===== config.mk =====
export PLATFORM = sky130hd
export DESIGN_NAME = fetch_stage_flat
export DESIGN_NICKNAME = d
export VERILOG_FILES = /design/src/rtl/fetch_stage_if.sv /design/src/rtl/fetch_stage.sv /design/src/flat_wrapper.sv
export SDC_FILE = /design/constraint.sdc
export NUM_CORES = 1
export LEC_CHECK = 0
export ABC_AREA = 1
export BUFFER_PORTS_ARGS = -buffer_cell sky130_fd_sc_hd__buf_2
export CORE_MARGIN = 2
export CORE_UTILIZATION = 58
export CTS_CLUSTER_SIZE = 25
export DETAILED_ROUTE_END_ITERATION = 6
export PLACE_DENSITY = 0.86
export SYNTH_ARGS = -nofsm -noshare
export SYNTH_HDL_FRONTEND = slang
export SYNTH_SLANG_ARGS = --single-unit

===== constraint.sdc =====
create_clock -name clk -period 9.8 [get_ports clk]
set_clock_uncertainty 0.05 [all_clocks]
set_input_delay 1.96 -clock clk [delete_from_list [all_inputs] [get_ports clk]]
set_output_delay 1.96 -clock clk [all_outputs]
set_load 0.02 [all_outputs]

===== src/rtl/fetch_stage_if.sv =====
// Instruction-memory request/response bundle between the fetch stage and imem.
// Ports: ImemReq/ImemAddr (fetch -> imem), ImemRdy/ImemRData (imem -> fetch).
// master = fetch stage side, slave = instruction-memory side.
interface fetch_stage_if;
    logic        ImemReq;
    logic [31:0] ImemAddr;
    logic        ImemRdy;
    logic [31:0] ImemRData;

    modport master (
        output ImemReq,
        output ImemAddr,
        input  ImemRdy,
        input  ImemRData
    );

    modport slave (
        input  ImemReq,
        input  ImemAddr,
        output ImemRdy,
        output ImemRData
    );
endinterface


===== src/rtl/fetch_stage.sv =====
// RV32 instruction-fetch stage: owns the fetch PC, talks to imem, fills IF/ID.
// Latency: the word at address A reaches InstrD the cycle after ImemRdy for A
// (one instr/cycle on zero-wait memory).
// Backpressure: StallF|StallD parks a returned word in a buffer (HOLD);
// redirects during an outstanding access drain it first.
//
// Ports:
//   clk, reset          rising-edge clock, asynchronous active-high reset
//   PCSrcE, PCTargetE   execute-stage redirect and target (bits [1:0] ignored)
//   StallF, StallD      hazard-unit stalls; FlushD clears IF/ID
//   imem                request/ready instruction-memory handshake (master)
//   PCF                 address currently being fetched (== ImemAddr)
//   InstrD, PCD, PCPlus4D, ValidD   IF/ID register contents
module fetch_stage #(
    parameter logic [31:0] RESET_PC  = 32'h0000_0000,
    parameter logic [31:0] NOP_INSTR = 32'h0000_0013
) (
    input  logic                 clk,
    input  logic                 reset,
    input  logic                 PCSrcE,
    input  logic [31:0]          PCTargetE,
    input  logic                 StallF,
    input  logic                 StallD,
    input  logic                 FlushD,
    fetch_stage_if.master        imem,
    output logic [31:0]          PCF,
    output logic [31:0]          InstrD,
    output logic [31:0]          PCD,
    output logic [31:0]          PCPlus4D,
    output logic                 ValidD
);

    typedef enum logic [1:0] {
        ST_IDLE  = 2'd0,
        ST_FETCH = 2'd1,
        ST_HOLD  = 2'd2,
        ST_DRAIN = 2'd3
    } state_t;

    state_t      r_state;
    logic [31:0] r_fetch_addr;
    logic [31:0] r_redir_addr;
    logic [31:0] r_instr_buf;
    logic        r_imem_req;

    logic [31:0] r_instr_d;
    logic [31:0] r_pc_d;
    logic [31:0] r_pcplus4_d;
    logic        r_valid_d;

    logic        w_stall;
    logic [31:0] w_target;
    logic [31:0] w_pc_plus4;
    logic        w_deliver;
    logic [31:0] w_deliver_instr;
    logic        w_unused_tgt_lsbs;

    assign w_stall    = StallF | StallD;
    // Instructions are word aligned; the low target bits carry no information.
    assign w_target   = {PCTargetE[31:2], 2'b00};
    assign w_pc_plus4 = r_fetch_addr + 32'd4;   // wraps modulo 2^32
    assign w_unused_tgt_lsbs = ^PCTargetE[1:0];

    // A delivery happens when a word for the current FetchAddr is available
    // (live from memory in FETCH, buffered in HOLD), no redirect kills it and
    // the pipeline is free to accept it.
    always_comb begin
        w_deliver       = 1'b0;
        w_deliver_instr = imem.ImemRData;
        case (r_state)
            ST_FETCH: w_deliver = imem.ImemRdy & ~PCSrcE & ~w_stall;
            ST_HOLD: begin
                w_deliver       = ~PCSrcE & ~w_stall;
                w_deliver_instr = r_instr_buf;
            end
            default: w_deliver = 1'b0;
        endcase
    end

    // Fetch FSM. ImemReq is registered and follows the next state, so it is
    // high exactly in FETCH and DRAIN and drops at once on reset.
    always_ff @(posedge clk or posedge reset) begin
        if (reset) begin
            r_state      <= ST_IDLE;
            r_fetch_addr <= RESET_PC;
            r_redir_addr <= 32'h0000_0000;
            r_instr_buf  <= NOP_INSTR;
            r_imem_req   <= 1'b0;
        end else begin
            case (r_state)
                ST_IDLE: begin
                    r_state    <= ST_FETCH;
                    r_imem_req <= 1'b1;
                end

                ST_FETCH: begin
                    if (PCSrcE) begin
                        if (imem.ImemRdy) begin
                            // Access already finished: drop it and retarget now.
                            r_fetch_addr <= w_target;
                        end else begin
                            // Access still in flight: must let it complete on
                            // the old address before switching.
                            r_redir_addr <= w_target;
                            r_state      <= ST_DRAIN;
                        end
                    end else if (imem.ImemRdy) begin
                        if (!w_stall) begin
                            r_fetch_addr <= w_pc_plus4;
                        end else begin
                            r_instr_buf <= imem.ImemRData;
                            r_state     <= ST_HOLD;
                            r_imem_req  <= 1'b0;
                        end
                    end
                end

                ST_HOLD: begin
                    if (PCSrcE) begin
                        r_instr_buf  <= NOP_INSTR;
                        r_fetch_addr <= w_target;
                        r_state      <= ST_FETCH;
                        r_imem_req   <= 1'b1;
                    end else if (!w_stall) begin
                        r_fetch_addr <= w_pc_plus4;
                        r_state      <= ST_FETCH;
                        r_imem_req   <= 1'b1;
                    end
                end

                ST_DRAIN: begin
                    if (imem.ImemRdy) begin
                        // Wrong-path response is discarded; a redirect in this
                        // same cycle is newer than the saved one.
                        r_fetch_addr <= PCSrcE ? w_target : r_redir_addr;
                        r_state      <= ST_FETCH;
                    end else if (PCSrcE) begin
                        r_redir_addr <= w_target;
                    end
                end

                default: begin
                    r_state    <= ST_IDLE;
                    r_imem_req <= 1'b0;
                end
            endcase
        end
    end

    // IF/ID register. Flush/redirect beats stall, stall beats delivery.
    // On a kill the PC fields keep their last values; only ValidD matters.
    always_ff @(posedge clk or posedge reset) begin
        if (reset) begin
            r_valid_d   <= 1'b0;
            r_instr_d   <= NOP_INSTR;
            r_pc_d      <= 32'h0000_0000;
            r_pcplus4_d <= 32'h0000_0000;
        end else if (FlushD || PCSrcE) begin
            r_valid_d <= 1'b0;
            r_instr_d <= NOP_INSTR;
        end else if (StallD) begin
            r_valid_d <= r_valid_d;
        end else if (w_deliver) begin
            r_valid_d   <= 1'b1;
            r_instr_d   <= w_deliver_instr;
            r_pc_d      <= r_fetch_addr;
            r_pcplus4_d <= w_pc_plus4;
        end else begin
            r_valid_d <= 1'b0;
            r_instr_d <= NOP_INSTR;
        end
    end

    assign imem.ImemReq  = r_imem_req;
    assign imem.ImemAddr = r_fetch_addr;
    assign PCF           = r_fetch_addr;
    assign InstrD        = r_instr_d;
    assign PCD           = r_pc_d;
    assign PCPlus4D      = r_pcplus4_d;
    assign ValidD        = r_valid_d;

endmodule


===== src/flat_wrapper.sv =====
// flat-port wrapper written by rule: the top's interface ports become plain ports
module fetch_stage_flat 
#(
    parameter logic [31:0] RESET_PC  = 32'h0000_0000,
    parameter logic [31:0] NOP_INSTR = 32'h0000_0013
)
  (clk, reset, PCSrcE, PCTargetE, StallF, StallD, FlushD, PCF, InstrD, PCD, PCPlus4D, ValidD, imem_ImemReq, imem_ImemAddr, imem_ImemRdy, imem_ImemRData);
  fetch_stage_if imem_i ();
  input  logic clk;
  input  logic reset;
  input  logic PCSrcE;
  input  logic [31:0] PCTargetE;
  input  logic StallF;
  input  logic StallD;
  input  logic FlushD;
  output logic [31:0] PCF;
  output logic [31:0] InstrD;
  output logic [31:0] PCD;
  output logic [31:0] PCPlus4D;
  output logic ValidD;
  output wire logic [$bits(imem_i.ImemReq)-1:0] imem_ImemReq;
  output wire logic [$bits(imem_i.ImemAddr)-1:0] imem_ImemAddr;
  input wire logic [$bits(imem_i.ImemRdy)-1:0] imem_ImemRdy;
  input wire logic [$bits(imem_i.ImemRData)-1:0] imem_ImemRData;
  assign imem_ImemReq = imem_i.ImemReq;
  assign imem_ImemAddr = imem_i.ImemAddr;
  assign imem_i.ImemRdy = imem_ImemRdy;
  assign imem_i.ImemRData = imem_ImemRData;
  fetch_stage #(.RESET_PC(RESET_PC), .NOP_INSTR(NOP_INSTR)) u_core (.clk(clk), .reset(reset), .PCSrcE(PCSrcE), .PCTargetE(PCTargetE), .StallF(StallF), .StallD(StallD), .FlushD(FlushD), .imem(imem_i), .PCF(PCF), .InstrD(InstrD), .PCD(PCD), .PCPlus4D(PCPlus4D), .ValidD(ValidD));
endmodule

Word-level counts from Yosys, hierarchy flattened

Cells that the tools add are included.

Output and inout bits: 162
Memory bits (writable): 0
Memory bits (read-only): 0
Latch bits: 0
Word-level logic and storage cells: 85
Memories kept: 0
Register bits after elaboration: 196

Multiplexer cells: 39
$lt $le $gt $ge: 0
Reductions and logical operators: 12
Bitwise gates (word level): 8
Equality and inequality tests: 16
Multiply operators: 0
Add/sub/neg operators: 1
Shift operators: 0
Divide/modulo/power cells: 0

Operator list:

| operator              | number |
|---|---|
| $mux 32               | 18 |
| $pmux 32 s2           | 2 |
| $pmux 32 s3           | 1 |
| $add 32x3->32 const B | 1 |
| $reduce_and 5->1      | 3 |
| $mux 2                | 7 |
| $ne 2x2->1 const B    | 7 |
| $ne 3x3->1 const B    | 3 |
| $mux 1                | 8 |
| $pmux 2 s4            | 1 |
| $reduce_and 3->1      | 2 |
| $reduce_bool 3->1     | 2 |
| $eq 2x2->1 const B    | 2 |
| $ne 2x1->1 const B    | 2 |
| $not 1->1             | 4 |
| $reduce_and 4->1      | 1 |
| $reduce_bool 2->1     | 2 |
| $and 1x1->1           | 3 |
| $ne 3x2->1 const B    | 1 |
| $pmux 1 s3            | 1 |
| $eq 2x1->1 const B    | 1 |
| $logic_not 2->1       | 1 |
| $pmux 1 s2            | 1 |
| $logic_or 1x1->1      | 1 |
| $or 1x1->1            | 1 |

Depth between registers and ports, before layout

Gate-level depths: netlist of run 1.

Depth after elaboration: 7
Gate-level depth with buffers: 10
Gate-level depth less buffers: 10

Worst setup path after synthesis of run 1

OpenSTA, ideal clock, no wires.

Path type: input to register
Start: input port StallD
End: register u_core.r_instr_buf[10]
Stages: 7
Data required time: 9,629 ps
Arrival: 2,930 ps
Setup time: 121 ps
Slack: 6,700 ps
Cell sequence: clkbuf_1 > nor2_1 > o21ai_1 > and3_1 > buf_4 > buf_2 > o21ai_1

Longest elaborated chain between the ends: 3

Ends and longest elaborated chain:

| what                       | RTL line           | source |
|---|---|---|
| start, declared            | flat_wrapper.sv:14 | `input logic StallD;` |
| $or 1x1->1                 | fetch_stage.sv:58  | `assign w_stall = StallF \| StallD;` |
| $ne 2x1->1 (no line)       | n/a                |  |
| $reduce_and 5->1 (no line) | n/a                |  |
| end signal, assigned       | fetch_stage.sv:111 | `r_instr_buf <= imem.ImemRData;` |
| end, declared              | fetch_stage.sv:43  | `logic [31:0] r_instr_buf;` |

Every way passes these cells.
A chain may end at the register's enable or synchronous reset.

Worst setup path after layout of run 1

Start: input port PCSrcE
End: register u_core.r_pcplus4_d[28], in the netlist u_core.PCPlus4D[28]

Longest elaborated chain between the ends: 5
Elaborated cells on any way between the ends: 8
Those cells by class: mux (1); bitwise (5); reduce/logical (2)

Ends and longest elaborated chain:

| what                         | RTL line                             | source |
|---|---|---|
| start, declared              | flat_wrapper.sv:11                   | `input logic PCSrcE;` |
| $not 1->1                    | fetch_stage.sv:71, fetch_stage.sv:73 |  |
| $and 1x1->1 (2 in series)    | fetch_stage.sv:71                    | `ST_FETCH: w_deliver = imem.ImemRdy & ~PCSrcE & ~w_stall;` |
| $pmux 1 s2                   | fetch_stage.sv:70                    | `case (r_state)` |
| $reduce_and 3->1 (no line) * | n/a                                  |  |
| end signal, assigned         | fetch_stage.sv:167                   | `r_pcplus4_d <= w_pc_plus4;` |
| end, declared                | fetch_stage.sv:48                    | `logic [31:0] r_pcplus4_d;` |

Mark *: on every way between the ends. The rest lies on a longest branch, timed or not.

==> tab_implementation.tex, run 1 <==
\begin{tabular}{lr}
\hline
Metric & Value \\
\hline
\multicolumn{2}{l}{\textbf{Finish}} \\
\quad Net count reported at finish & 1421 \\
\quad Number of fill cells in the layout & 1265 \\
\quad P\&R area growth vs syn & 16.5\% \\
\quad Fraction of layout instances using a drive strength above 1 & about 22\% \\
\quad Area of all sequential standard cells & around 4900 um\^{}2 \\
\quad Area occupied by multi-input gates & between 3000 and 4000 um\^{}2 \\
\multicolumn{2}{l}{\textbf{Detailed routing}} \\
\quad Final routed wire length divided by cell count & approximately 16 um \\
\quad Antenna viol nets, final & 0 \\
\quad Via density per instance & 5.34 \\
\quad Via Count & between 8000 and 9000 \\
\quad Length of the first detailed-routing pass in iterations & 5 \\
\quad Number of design rule violations left after detail routing & 0 \\
\quad Detailed-route wire length & 24500 um \\
\quad Initial detailed-routing violation count & 666 \\
\multicolumn{2}{l}{\textbf{Die}} \\
\quad Width of the die & approximately 130 um \\
\quad Area of the core region & 15900 um\^{}2 \\
\quad Std cell rows & 46 \\
\quad Total die area & 17400 um\^{}2 \\
\quad Die height & 132 um \\
\quad Initial Utilization & between 50\% and 60\% \\
\quad \# IOs & roughly 230 \\
\multicolumn{2}{l}{\textbf{Synthesis}} \\
\quad Number of distinct library cell variants in the gate-level netlist after synthesis & 33 \\
\quad \#FFs+latches synth & 194 \\
\quad Cell taking the most area after synthesis & dfrtp\_1 \\
\quad Area contributors post-synth & dfrtp\_1, nand2\_1, inv\_1 \\
\quad Syn Nets & roughly 1300 \\
\quad Post-synth design cell area & 9470 um\^{}2 \\
\quad Dominant register cell in the synthesized netlist & dfrtp\_1 \\
\quad Proportion of synthesized flip-flops having asynchronous set or reset & 100\% \\
\quad Post-synth top area share & 49.7\% \\
\quad Register area share after synthesis & 51.3\% \\
\quad Post-synthesis average cell area & 8.00 um\^{}2 \\
\quad Number of enable flip-flop cells after synthesis & 0 \\
\quad Yosys Warn Count & 0 \\
\quad Post-synthesis instance total & 1184 \\
\multicolumn{2}{l}{\textbf{Timing}} \\
\quad Number of setup violations in the final report & 0 \\
\quad Minimum period implied by the final worst setup slack & 4370 ps \\
\quad RSZ-0062 raised after global routing & false \\
\quad Hold WS & approximately 420 ps \\
\quad Normalized max-slew margin & 24.7\% \\
\quad Maximum clock frequency & 229 MHz \\
\quad Final Hold Fails & 0 \\
\quad Final cycle utilization of the critical path & 44.6\% \\
\quad Transition time at the pin with the least slew margin & approximately 1100 ps \\
\quad Max-slew violation total from the final report & 0 \\
\quad Setup tns final & 0 ps \\
\multicolumn{2}{l}{\textbf{Pwr}} \\
\quad Switching share of power & 44.4\% \\
\quad Proportion of power drawn by flip-flops and latches & between 30\% and 40\% \\
\quad Peak ir drop on the vdd network & approximately 0.18 mV \\
\quad Share of power burned in combinational logic & 42.2\% \\
\quad Internal Dissipation & 2.04 mW \\
\quad Power per unit of standard cell area & approximately 330 nW/um\^{}2 \\
\quad Switching power of the nets & $\sim$1.6 mW \\
\quad Power share of the clock group & $\sim$21\% \\
\quad Leakage power summed over all cells & 5.97 nW \\
\multicolumn{2}{l}{\textbf{Placed design}} \\
\quad Post-DP HPWL & 16500 um \\
\quad Port-buffer cells & 230 \\
\quad Routability Congestion & 0.898 \\
\multicolumn{2}{l}{\textbf{Setup path}} \\
\quad Reg2Reg Depth & 9 \\
\quad Startpoint Class & input port \\
\quad Max FO, Critical Path & 92 \\
\quad Crit path arrival time & 4590 ps \\
\quad Crit path max-delay cell type & buf\_4 \\
\quad Source of the worst register-to-register timing path & u\_core.r\_state[0] \\
\quad Most common cell on crit path & buf\_4 \\
\quad CP Cell Sequence & buf\_2, nor2\_2, buf\_4, nand4\_1, buf\_4, inv\_2, nor2\_1, a31oi\_1 \\
\quad WP data required & approximately 10000 ps \\
\quad Worst setup slack for register-to-register paths & 6130 ps \\
\quad Worst Setup End Kind & flip-flop \\
\quad Critical Setup Path Class & input port to flip-flop \\
\quad Kind of cell adding the most delay to the critical path & buffers and inverters \\
\quad Cell count along the critical path & 8 \\
\quad Endpoint of the worst register-to-register path & u\_core.PCPlus4D[29] \\
\quad Critical path buffer and inverter count & 4 \\
\quad Peak per-stage delay on the critical path & 720 ps \\
\multicolumn{2}{l}{\textbf{Clocking}} \\
\quad CTS Sinks & between 150 and 200 \\
\quad Worst skew pair latency & 430 ps \\
\quad Number of buffers inserted for hold repair after clock tree synthesis & 0 \\
\quad Post-cts resize count & 0 \\
\quad Clock tree root driver cell & clkbuf\_16 \\
\quad TritonCTS buffer count & 17 \\
\quad Postcts setup bufs & 0 \\
\quad Clock tree from TritonCTS & yes \\
\quad Depth of the CTS H-tree & 4 \\
\quad Maximum number of buffers from clock root to sink & 2 \\
\quad Clock slew seen by the registers of the worst setup and hold paths & 70 ps \\
\multicolumn{2}{l}{\textbf{Worst hold path}} \\
\quad Worst Hold Path EP & u\_core.r\_instr\_buf[1] \\
\quad Start point of the worst min-delay path & u\_core.r\_instr\_buf[1] \\
\quad Cells on Worst Hold Path & 2 \\
\quad Worst min path class & flip-flop to flip-flop \\
\multicolumn{2}{l}{\textbf{Global route}} \\
\quad Vias in the first global route & 7919 \\
\quad Pin count of the biggest net entering global routing & 126 \\
\quad Total track usage & 28.5\% \\
\quad Congestion Overflow GR & 0 \\
\quad Initial antenna violation count & 4 \\
\quad First-pass GRT wire length & approximately 40000 um \\
\multicolumn{2}{l}{\textbf{Run status}} \\
\quad Result of the run & finished clean \\
\multicolumn{2}{l}{\textbf{Job}} \\
\quad MaxCap Viol Count & 0 \\
\hline
\end{tabular}
worst reg2reg max path: stages (launching register included):
cell	delay, ps
dfrtp_1	420
inv_1	100
ha_2	930
nand2_1	230
nand2_1	150
nand4_1	80
buf_4	420
inv_2	880
nand3_1	250
nand2_1	100
logic make-up (layout without fill, tap and decap cells):
kind of cell             Yosys count  count (layout)  synth area share, %
AND/OR/NAND/NOR                  497             497                 21.1
buffers and inverters            238             412                 11.5
AO/OA/AOI/OAI                    227             227                 13.2
flip-flops                       194             194                 51.3
XOR/XNOR                          13              13                 1.20
multiplexers                      10              10                 1.06
adder cells (fa/ha/maj)            5               5                0.660
other                              0               2                    0
flip-flops by register name, summed over array words and instances (netlist names):
signal               cells
u_core.InstrD           32
u_core.PCF              32
u_core.PCPlus4D         32
u_core.r_instr_buf      32
u_core.r_redir_addr     32
u_core.PCD              30
u_core.r_state           2
u_core.ValidD            1
u_core.imem.ImemReq      1
synth_stat cells, types with 4 or more instances:
master / instances
a211oi_1: 4
a21oi_1: 56
a22o_1: 10
a31oi_1: 9
buf_2: 28
buf_4: 43
clkbuf_1: 22
dfrtp_1: 188
dfstp_2: 6
ha_1: 5
inv_1: 140
inv_2: 5
mux2i_1: 10
nand2_1: 299
nand3_1: 57
nor2_1: 122
nor2_2: 5
o21ai_0: 77
o21ai_1: 50
o31ai_1: 13
or2_2: 4
xnor2_1: 5
xor2_1: 8
power groups by stage:
| stage | Sequential (mW) | Clock [mW] | Combinational, mW |
|---|---|---|---|
| 2_1_floorplan | 1.53 | 0 | 0.993 |
| 3_3_place_gp | 1.36 | 0 | 1.49 |
| 3_5_place_dp | 1.37 | 0 | 1.54 |
| 4_1_cts | 1.36 | 0.758 | 1.56 |
| 5_1_grt | 1.41 | 0.791 | 1.72 |
| 6_report | 1.37 | 0.752 | 1.55 |
worst max path at each step:
stage	from	endpoint
after global routing	PCSrcE	u_core.PCPlus4D[30]
after global placement	PCSrcE	u_core.PCPlus4D[29]
final	PCSrcE	u_core.PCPlus4D[28]
after detailed placement	PCSrcE	u_core.PCPlus4D[28]
after CTS	PCSrcE	u_core.PCPlus4D[28]
after floorplan	reset	u_core.InstrD[10]
layer usage:
| metal | GRT usage (%) | part of all wire [%] |
|---|---|---|
| met1 | 36.8 | 41 |
| met2 | 46.0 | 47 |
| met3 | 7.73 | 8.1 |
| met4 | 11.8 | 3.3 |
| met5 | 0 | 0.086 |
layout make-up:
cell class | count | area share (%)
clock inverter | 14 | 1.85
tap | 216 | 2.45
clock buffer | 18 | 3.89
antenna | 2 | 0.0453
inverter | 145 | 5.00
timing repair buffer | 235 | 10.8
sequential | 194 | 44.0
multi-input combinational | 752 | 32.0
cell usage in the layout, fill, tap and decap left out, drive strengths merged, types with 13 or more instances in the layout:
| cell type | instances |
|---|---|
| nand2 | 302 |
| buf | 235 |
| dfrtp | 188 |
| inv | 149 |
| nor2 | 129 |
| o21ai | 127 |
| nand3 | 57 |
| a21oi | 56 |
| clkbuf | 18 |
| o31ai | 13 |
metrics by stage:
stage	setup WS (ps)	util, %	std cells	area (um^2)	power (mW)
after global routing	5150	69.2	1575	11000	3.92
after global placement	5040	65.3	1542	10400	2.86
after CTS	5450	69.2	1574	11000	3.68
after detailed placement	5010	65.3	1542	10400	2.92
after floorplan	2520	-	1184	9470	2.52
final	5430	69.3	1576	11000	3.67
(Power assumes the default switching activity.)
==> inputs of run 2 (changes only) <==
--- a/config.mk
+++ b/config.mk
@@ -8,10 +8,10 @@
 export ABC_AREA = 1
 export BUFFER_PORTS_ARGS = -buffer_cell sky130_fd_sc_hd__buf_2
 export CORE_MARGIN = 2
-export CORE_UTILIZATION = 58
+export CORE_UTILIZATION = 54
 export CTS_CLUSTER_SIZE = 25
 export DETAILED_ROUTE_END_ITERATION = 6
-export PLACE_DENSITY = 0.86
+export PLACE_DENSITY = 0.81
 export SYNTH_ARGS = -nofsm -noshare
 export SYNTH_HDL_FRONTEND = slang
 export SYNTH_SLANG_ARGS = --single-unit
==> constraint.sdc (replaced) <==
create_clock -name clk -period 4.3 [get_ports clk]
set_clock_uncertainty 0.05 [all_clocks]
set_input_delay 0.86 -clock clk [delete_from_list [all_inputs] [get_ports clk]]
set_output_delay 0.86 -clock clk [all_outputs]
set_load 0.02 [all_outputs]
==> run 2 against run 1 <==
Effect of this change:
- worst setup slack lost 3800 ps
- first-iteration DRC count rose by 16%
- largest cell class unchanged
- combinational power up 130%
- sequential share of layout area barely moved
- hold slack worse by 6.0 ps
- via count down 0.49%
- highest routed layer unchanged
- sequential cell count stayed put
- utilization decreased by 5.2 points
- cell area hardly changed
- non-clock buffer count rose by 3
- register-to-register slack got worse by 4200 ps
==> tab_implementation.tex, run 2 (synthesis results as in run 1) <==
\begin{tabular}{lr}
\hline
Metric & Value \\
\hline
\multicolumn{2}{l}{\textbf{Detailed routing}} \\
\quad Length of the first detailed-routing pass in iterations & 5 \\
\quad Antenna viol nets, final & 0 \\
\quad Number of design rule violations left after detail routing & 0 \\
\quad Via density per instance & around 5.3 \\
\quad Detailed-route wire length & approximately 24000 um \\
\quad Final routed wire length divided by cell count & 15.4 um \\
\quad Initial detailed-routing violation count & $\sim$770 \\
\quad Via Count & approximately 8400 \\
\multicolumn{2}{l}{\textbf{Worst hold path}} \\
\quad Cells on Worst Hold Path & 2 \\
\quad Start point of the worst min-delay path & u\_core.r\_redir\_addr[1] \\
\quad Worst min path class & flip-flop to flip-flop \\
\quad Worst Hold Path EP & u\_core.r\_redir\_addr[1] \\
\multicolumn{2}{l}{\textbf{Timing}} \\
\quad Max-slew violation total from the final report & 0 \\
\quad Normalized max-slew margin & 33.5\% \\
\quad Final Hold Fails & 0 \\
\quad Number of setup violations in the final report & 0 \\
\quad Hold WS & $\sim$420 ps \\
\quad RSZ-0062 raised after global routing & false \\
\quad Minimum period implied by the final worst setup slack & 2680 ps \\
\quad Setup tns final & 0 ps \\
\quad Final cycle utilization of the critical path & 62.2\% \\
\quad Maximum clock frequency & 374 MHz \\
\quad Transition time at the pin with the least slew margin & 997 ps \\
\multicolumn{2}{l}{\textbf{Setup path}} \\
\quad Worst setup slack for register-to-register paths & 1950 ps \\
\quad Crit path arrival time & slightly below 3000 ps \\
\quad Critical Setup Path Class & input port to flip-flop \\
\quad WP data required & around 4600 ps \\
\quad Reg2Reg Depth & 7 \\
\quad Worst Setup End Kind & flip-flop \\
\quad Max FO, Critical Path & 42 \\
\quad Endpoint of the worst register-to-register path & u\_core.r\_redir\_addr[18] \\
\quad Source of the worst register-to-register timing path & u\_core.r\_state[1] \\
\quad Startpoint Class & input port \\
\multicolumn{2}{l}{\textbf{Finish}} \\
\quad Area occupied by multi-input gates & 3530 um\^{}2 \\
\quad Net count reported at finish & 1424 \\
\quad P\&R area growth vs syn & 16.5\% \\
\quad Final cell count without fillers & 1588 \\
\quad Number of fill cells in the layout & about 1500 \\
\quad Fraction of layout instances using a drive strength above 1 & 21.9\% \\
\quad Most common cell after layout, fill and taps aside & nand2\_1 \\
\quad Area of all sequential standard cells & 4860 um\^{}2 \\
\quad Most frequent cells in the layout & nand2\_1, buf\_2, dfrtp\_1 \\
\multicolumn{2}{l}{\textbf{Placed design}} \\
\quad Placed cell count & 1554 \\
\quad Port-buffer cells & 230 \\
\quad Routability Congestion & 0.892 \\
\quad Post-DP HPWL & 16700 um \\
\multicolumn{2}{l}{\textbf{Clocking}} \\
\quad CTS Sinks & 194 \\
\quad Clock tree root driver cell & clkbuf\_16 \\
\quad Worst skew pair latency & 430 ps \\
\quad Depth of the CTS H-tree & 4 \\
\quad Post-cts resize count & 0 \\
\quad Number of buffers inserted for hold repair after clock tree synthesis & 0 \\
\quad Maximum number of buffers from clock root to sink & 2 \\
\quad Clock slew seen by the registers of the worst setup and hold paths & 70 ps \\
\quad Postcts setup bufs & 0 \\
\quad Clock tree from TritonCTS & yes \\
\quad TritonCTS buffer count & 17 \\
\multicolumn{2}{l}{\textbf{Run status}} \\
\quad Result of the run & finished clean \\
\multicolumn{2}{l}{\textbf{Pwr}} \\
\quad Leakage power summed over all cells & 5.97 nW \\
\quad Power per unit of standard cell area & 744 nW/um\^{}2 \\
\quad Peak ir drop on the vdd network & around 0.40 mV \\
\multicolumn{2}{l}{\textbf{Global route}} \\
\quad Initial antenna violation count & 5 \\
\quad Congestion Overflow GR & 0 \\
\quad First-pass GRT wire length & a little under 40000 um \\
\quad Pin count of the biggest net entering global routing & 93 \\
\quad Vias in the first global route & 7582 \\
\quad Total track usage & $\sim$27\% \\
\multicolumn{2}{l}{\textbf{Die}} \\
\quad Std cell rows & 48 \\
\quad Area of the core region & 17200 um\^{}2 \\
\quad Total die area & between 15000 and 20000 um\^{}2 \\
\quad \# IOs & about 230 \\
\quad Width of the die & 136 um \\
\quad Initial Utilization & 55.0\% \\
\quad Die height & around 140 um \\
\multicolumn{2}{l}{\textbf{Job}} \\
\quad MaxCap Viol Count & 0 \\
\hline
\end{tabular}
[run 2: how the worst max path moves through the flow]
stage / start / end / slack [ps] / cells after the start
after floorplan: reset / u_core.InstrD[10] / 890 / 1
after global placement: StallD / u_core.r_instr_buf[20] / 1290 / 7
after detailed placement: StallD / u_core.r_instr_buf[2] / 1210 / 7
after CTS: StallD / u_core.r_instr_buf[6] / 1670 / 7
after global routing: StallD / u_core.r_instr_buf[2] / 1380 / 7
final: StallD / u_core.r_instr_buf[6] / 1620 / 7
[run 2: cell type report]
type / count / area share, %
antenna: 2 / 0.0453
clock buffer: 21 / 4.17
clock inverter: 11 / 1.05
inverter: 145 / 4.96
multi-input combinational: 752 / 32.0
sequential: 194 / 44.0
tap: 225 / 2.55
timing repair buffer: 238 / 11.2
[run 2: worst max-delay path, stage by stage]
cell and delay (ps):
buf_2 520, nor2_1 180, o21ai_1 240, and3_2 500, buf_4 460, nand2_1 100, o21ai_1 90
[run 2: metrics by stage]
step	setup WS (ps)	total power [mW]	cell area (um^2)	utilization, %
2_1_floorplan	890	5.74	9480	-
3_5_place_dp	1210	6.64	10500	60.7
3_3_place_gp	1290	6.52	10500	60.7
6_report	1620	8.22	11000	64.1
4_1_cts	1670	8.23	11000	64.0
5_1_grt	1380	8.84	11000	64.0
[run 2: power by group]
group	leakage, nW	total [mW]	switching (mW)	internal [mW]
Combinational	3.25	3.53	2.40	1.14
Sequential	2.44	3.11	0.580	2.53
Clock	0.274	1.57	0.724	0.845
Total	5.97	8.22	3.70	4.52
[run 2: routing by layer]
metal	GRT usage, %	part of all wire, %	up-vias
met5	0	0.17	-
met1	36.3	41	3891
met4	9.84	2.4	6
met3	6.08	8.4	43
met2	42.4	48	388
li1	-	-	4054
